**config.mk**
```make
export PLATFORM = sky130hd
export DESIGN_NAME = dot_product_ctrl
export DESIGN_NICKNAME = d
export VERILOG_FILES = /design/src/rtl/dot_product_pkg.sv /design/src/rtl/dot_product_ctrl_valid_delay_line.sv /design/src/rtl/dot_product_ctrl.sv
export SDC_FILE = /design/constraint.sdc
export NUM_CORES = 1
export LEC_CHECK = 0
export BUFFER_PORTS_ARGS = -buffer_cell sky130_fd_sc_hd__buf_2
export CORE_ASPECT_RATIO = 1.75
export CORE_MARGIN = 2
export CORE_UTILIZATION = 40
export DETAILED_ROUTE_END_ITERATION = 12
export HOLD_SLACK_MARGIN = 0.02
export PLACE_DENSITY = 0.73
export SETUP_SLACK_MARGIN = 0.15
export SKIP_LAST_GASP = 1
export SLEW_MARGIN = 10
export SYNTH_ARGS = -nofsm -noshare
export SYNTH_HDL_FRONTEND = slang
export SYNTH_SLANG_ARGS = --single-unit
```
**constraint.sdc**
```tcl
create_clock -name clk -period 6.3 [get_ports clk]
set_input_delay 0.945 -clock clk [delete_from_list [all_inputs] [get_ports clk]]
set_output_delay 0.945 -clock clk [all_outputs]
set_load 0.1 [all_outputs]
```
**src/rtl/dot_product_pkg.sv**
```systemverilog
// Shared types and defaults for the dot-product sequencer.
package dot_product_pkg;

  localparam int DP_DATA_WIDTH   = 8;
  localparam int DP_VECTOR_WIDTH = 4;
  localparam int DP_ADDR_WIDTH   = 5;

  typedef enum logic [2:0] {
    IDLE     = 3'd0,
    READ     = 3'd1,
    DRAIN    = 3'd2,
    WAIT_RES = 3'd3,
    DONE     = 3'd4
  } dp_state_e;

  // Width of a full-precision sum of vw products of two dw-bit operands.
  function automatic int result_width(input int dw, input int vw);
    return 2 * dw + $clog2(vw);
  endfunction

endpackage

```
**src/rtl/dot_product_ctrl_valid_delay_line.sv**
```systemverilog
// Fixed-depth delay for the read strobe so the datapath valid lines up
// with memory output data; 'empty' says no strobe is still in flight.
module valid_delay_line #(
  parameter int DEPTH = 1
) (
  input  logic clk,
  input  logic rst,
  input  logic din,
  output logic dout,
  output logic empty
);

  logic [DEPTH:1] vld_pipe;

  // shift the strobe one stage per cycle
  always_ff @(posedge clk or posedge rst) begin
    if (rst) begin
      vld_pipe <= '0;
    end else begin
      vld_pipe[1] <= din;
      for (int i = 2; i <= DEPTH; i++) vld_pipe[i] <= vld_pipe[i-1];
    end
  end

  assign dout  = vld_pipe[DEPTH];
  assign empty = ~|vld_pipe;

endmodule

```
**src/rtl/dot_product_ctrl.sv**
```systemverilog
// Job sequencer for the dotProduct datapath: issues paired operand reads,
// aligns data_valid to memory latency, waits (bounded) for the result.
module dot_product_ctrl
  import dot_product_pkg::*;
#(
  parameter int DATA_WIDTH     = DP_DATA_WIDTH,
  parameter int VECTOR_WIDTH   = DP_VECTOR_WIDTH,
  parameter int ADDR_WIDTH     = DP_ADDR_WIDTH,
  parameter int RESULT_WIDTH   = result_width(DATA_WIDTH, VECTOR_WIDTH),
  parameter int MEM_LATENCY    = 1,
  parameter int TIMEOUT_CYCLES = 64
) (
  input  logic                    clk,
  input  logic                    rst,
  input  logic                    start,
  input  logic [ADDR_WIDTH-1:0]   base_a,
  input  logic [ADDR_WIDTH-1:0]   base_b,
  output logic                    ready,
  output logic                    busy,
  output logic                    mem_rd_en,
  output logic [ADDR_WIDTH-1:0]   mem1_addr,
  output logic [ADDR_WIDTH-1:0]   mem2_addr,
  output logic                    dp_data_valid,
  input  logic [RESULT_WIDTH-1:0] dp_result,
  input  logic                    dp_result_valid,
  output logic [RESULT_WIDTH-1:0] result,
  output logic                    done,
  output logic                    timeout_err
);

  localparam int IDX_W = (VECTOR_WIDTH > 1) ? $clog2(VECTOR_WIDTH) : 1;
  localparam int TMO_W = (TIMEOUT_CYCLES > 1) ? $clog2(TIMEOUT_CYCLES) : 1;
  localparam logic [IDX_W-1:0] LAST_IDX = IDX_W'(VECTOR_WIDTH - 1);
  localparam logic [TMO_W-1:0] TMO_LAST = TMO_W'(TIMEOUT_CYCLES - 1);

  dp_state_e             state_q, state_d;
  logic [ADDR_WIDTH-1:0] base_a_q, base_b_q;
  logic [IDX_W-1:0]      idx_q, idx_d;
  logic [TMO_W-1:0]      tmo_q;
  logic                  accept, capture, tmo_hit, rd_en_d, dly_empty;

  valid_delay_line #(.DEPTH(MEM_LATENCY)) u_vld (
    .clk   (clk),
    .rst   (rst),
    .din   (mem_rd_en),
    .dout  (dp_data_valid),
    .empty (dly_empty)
  );

  // state register
  always_ff @(posedge clk or posedge rst) begin
    if (rst) state_q <= IDLE;
    else     state_q <= state_d;
  end

  // next-state and per-cycle control decode
  always_comb begin
    state_d = state_q;
    idx_d   = idx_q;
    rd_en_d = 1'b0;
    accept  = 1'b0;
    capture = 1'b0;
    tmo_hit = 1'b0;
    unique case (state_q)
      IDLE: if (start) begin
        accept  = 1'b1;
        idx_d   = '0;
        rd_en_d = 1'b1;
        state_d = READ;
      end
      // the read for idx_q is on the bus now; queue the next or stop
      READ: if (idx_q == LAST_IDX) begin
        state_d = DRAIN;
      end else begin
        idx_d   = idx_q + 1'b1;
        rd_en_d = 1'b1;
      end
      DRAIN: if (dp_result_valid) begin
        capture = 1'b1;
        state_d = DONE;
      end else if (dly_empty) begin
        state_d = WAIT_RES;
      end
      WAIT_RES: if (dp_result_valid) begin
        capture = 1'b1;
        state_d = DONE;
      end else if (tmo_q == TMO_LAST) begin
        tmo_hit = 1'b1;
        state_d = DONE;
      end
      DONE:    state_d = IDLE;
      default: state_d = IDLE;
    endcase
  end

  // read strobe, element index, latched bases and addresses
  always_ff @(posedge clk or posedge rst) begin
    if (rst) begin
      mem_rd_en <= 1'b0;
      idx_q     <= '0;
      base_a_q  <= '0;
      base_b_q  <= '0;
      mem1_addr <= '0;
      mem2_addr <= '0;
    end else begin
      mem_rd_en <= rd_en_d;
      idx_q     <= idx_d;
      if (accept) begin
        base_a_q <= base_a;
        base_b_q <= base_b;
      end
      // addresses wrap naturally at 2**ADDR_WIDTH
      if (rd_en_d) begin
        mem1_addr <= (accept ? base_a : base_a_q) + ADDR_WIDTH'(idx_d);
        mem2_addr <= (accept ? base_b : base_b_q) + ADDR_WIDTH'(idx_d);
      end
    end
  end

  // cycles spent in WAIT_RES; restarts from zero every visit
  always_ff @(posedge clk or posedge rst) begin
    if (rst)                    tmo_q <= '0;
    else if (state_q == WAIT_RES) tmo_q <= tmo_q + 1'b1;
    else                        tmo_q <= '0;
  end

  // result capture and sticky timeout flag
  always_ff @(posedge clk or posedge rst) begin
    if (rst) begin
      result      <= '0;
      timeout_err <= 1'b0;
    end else begin
      if (capture) result <= dp_result;
      if (accept)       timeout_err <= 1'b0;
      else if (tmo_hit) timeout_err <= 1'b1;
    end
  end

  assign ready = (state_q == IDLE);
  assign busy  = ~ready;
  assign done  = (state_q == DONE);

endmodule

```
==> reports/metrics.csv <==
metric,value,unit
status,"complete, no violations",
ys.flop_type,dfrtp_1,
holdBufCountCts,0,
synth_seq_cells,52,
start_util,0.417,
cp_num_buf_inv,2,
tightest_slew,897,ps
numPortBuffers,65,
synth_top_area_share,0.558,
clk_pin_slew_worst_paths,90,ps
cts_root_buf,clkbuf_8,
netlist_area,0.00233,mm²
synthMostInstantiatedCell,dfrtp_1,
num_vias,1606,
ys_seq_area_frac,0.558,
finalSetupTns,0,ps
critPathTopFamily,simple AND/OR/NAND/NOR gates,
setup_violations,0,
post-place-ws,2760,ps
hold_path.class,reg2reg,
drt_pre_antenna_iters,4,
synth_edf_count,0,
worstSetupPathType,in2reg,
synthTopCellsByCount,"dfrtp_1 (52), mux2_2 (26), nand2_1 (18), inv_1 (11), o21ai_0 (9)",
crit_fanout,13,
numCtsBuffers,5,
layout_setup_ws,3160,ps
synth_cell_type_count,36,
clock_sinks,52,
grt_pass1_vias,1634,
synth_top_cell_by_area,dfrtp_1,
maxCapViolCount,0,
wl_per_cell,13.3,µm
grt_setup_unrepaired,false,
drc_errors,0,
dieArea,0.00648,mm²
cts_resized,0,
fin_nets,294,
slew_headroom,0.399,
fin_skew,8.95,ps
synth_area_leaders,"dfrtp_1 (56%), mux2_2 (13%), xnor2_1 (3.0%)",
grt_overflow_total,0,
area.growth.synth_to_final,20.7,%
io_pins,66,
drive_gt1_frac,0.406,
via_per_inst,4.87,
yosys_warnings,0,
crit_arrival,3370,ps
drv_slew,0,
worst_setup_path_end_kind,flip-flop,
drt-total-wl,4390,µm
crit_chain,buf_2 -> nor4b_4 -> mux2_2 -> ha_1 -> inv_1 -> fa_1 -> nand3b_1 -> xnor2_1 -> mux2i_1 -> o21ai_0,
cp-start-kind,input port,
antenna_found_initial,0,
postSynthCellCount,188,
rows,36,
grt_pass1_wl,7420,µm
synthArstFlopShare,1.00,
gp_congestion,0.801,
slowest_stage,nor4b_4,
cts_tree,done,
post-route-period-util,0.498,
clk-insertion-delay-late,300,ps
antenna_left,0,
post_cts_buffers,0,
core_area,0.00559,mm²
hpwl,3350,µm
syn-num-nets,227,
diodes,0,
fp.dieH,105,µm
max_stage_delay,740,ps
grtUsageTotal,0.148,
finalHoldViolCount,0,
die_w,61.7,µm
ctsLongestPathBuffers,2,
avgSynthCellArea,12.4,µm²
drt_iter0_markers,51,
grt_max_degree,53,
htree_levels,2,
max_freq,318,MHz
min_period,3140,ps
cp_data_required_time,6530,ps
## final cells by class
type / count / area (µm²)
timing repair buffer: 66 / 333
sequential: 52 / 1300
clock buffer: 5 / 68.8
tap: 76 / 95.1
fill: 549 / 2770
inverter: 11 / 42.5
clock inverter: 1 / 30.0
multi-input combinational: 119 / 942
## sequential cells by signal (all words and copies together), names as in the netlist
name	cells
base_a_q	5
base_b_q	5
idx_q	2
mem1_addr	5
mem2_addr	5
mem_rd_en	1
result	18
state_q	3
timeout_err	1
tmo_q	6
u_vld.dout	1
## per-layer routing
metal | track usage | routed length [µm] | vias up
met1 | 0.174 | 1740 | 767
met3 | 0.0384 | 264 | 5
met2 | 0.256 | 2340 | 51
met5 | 0 | 0 | -
li1 | - | - | 783
met4 | 0.0410 | 42 | 0
## kinds of logic after synthesis
family / count (synthesis) / share of synthesized area
buf+inv: 17 / 0.0376
mux: 32 / 0.153
compound gates: 24 / 0.0623
fa+ha+maj: 7 / 0.0440
xor+xnor: 10 / 0.0376
flops: 52 / 0.558
simple gates: 46 / 0.107
## path summary, 6_finish.rpt
| path | from | to | slack, ps | cells past startpoint |
|---|---|---|---|---|
| setup / recovery | start | mem1_addr[4]$_DFFE_PP0P_ | 3160 | 10 |
| hold / removal | mem_rd_en$_DFF_PP0_ | u_vld.dout$_DFF_PP0_ | 380 | 0 |
| setup reg to reg | state_q[0]$_DFFE_PP0P_ | mem1_addr[4]$_DFFE_PP0P_ | 3320 | 9 |
| hold reg to reg | mem_rd_en$_DFF_PP0_ | u_vld.dout$_DFF_PP0_ | 380 | 0 |
| max in group asynchronous | rst | mem2_addr[2]$_DFFE_PP0P_ | 4990 | 2 |
| min in group asynchronous | rst | result[9]$_DFFE_PP0P_ | 790 | 2 |
## per-stage QoR
| step | instance area (µm²) | hold WS (ps) | instances | utilization |
|---|---|---|---|---|
| 6_report | 2810 | 383 | 330 | 0.504 |
| 3_3_place_gp | 2710 | 376 | 324 | 0.486 |
| 2_1_floorplan | 2330 | 455 | 188 | - |
| 3_5_place_dp | 2710 | 363 | 324 | 0.486 |
| 5_1_grt | 2810 | 399 | 330 | 0.504 |
| 4_1_cts | 2810 | 386 | 330 | 0.503 |
## placed cells by master, fill, tap and decap left out, types with 3 or more instances in the layout
cell type / instances
a21oi_1: 5
and3_1: 3
buf_2: 65
clkbuf_8: 5
dfrtp_1: 52
ha_1: 5
inv_1: 10
mux2_2: 26
mux2i_1: 5
nand2_1: 18
nand3_1: 5
nand3b_1: 4
nor2_1: 7
o21ai_0: 9
xnor2_1: 8
Power is left out: the tool's default activity adds up to more than one toggle a clock period on the data nets, which glitch-free logic cannot reach.
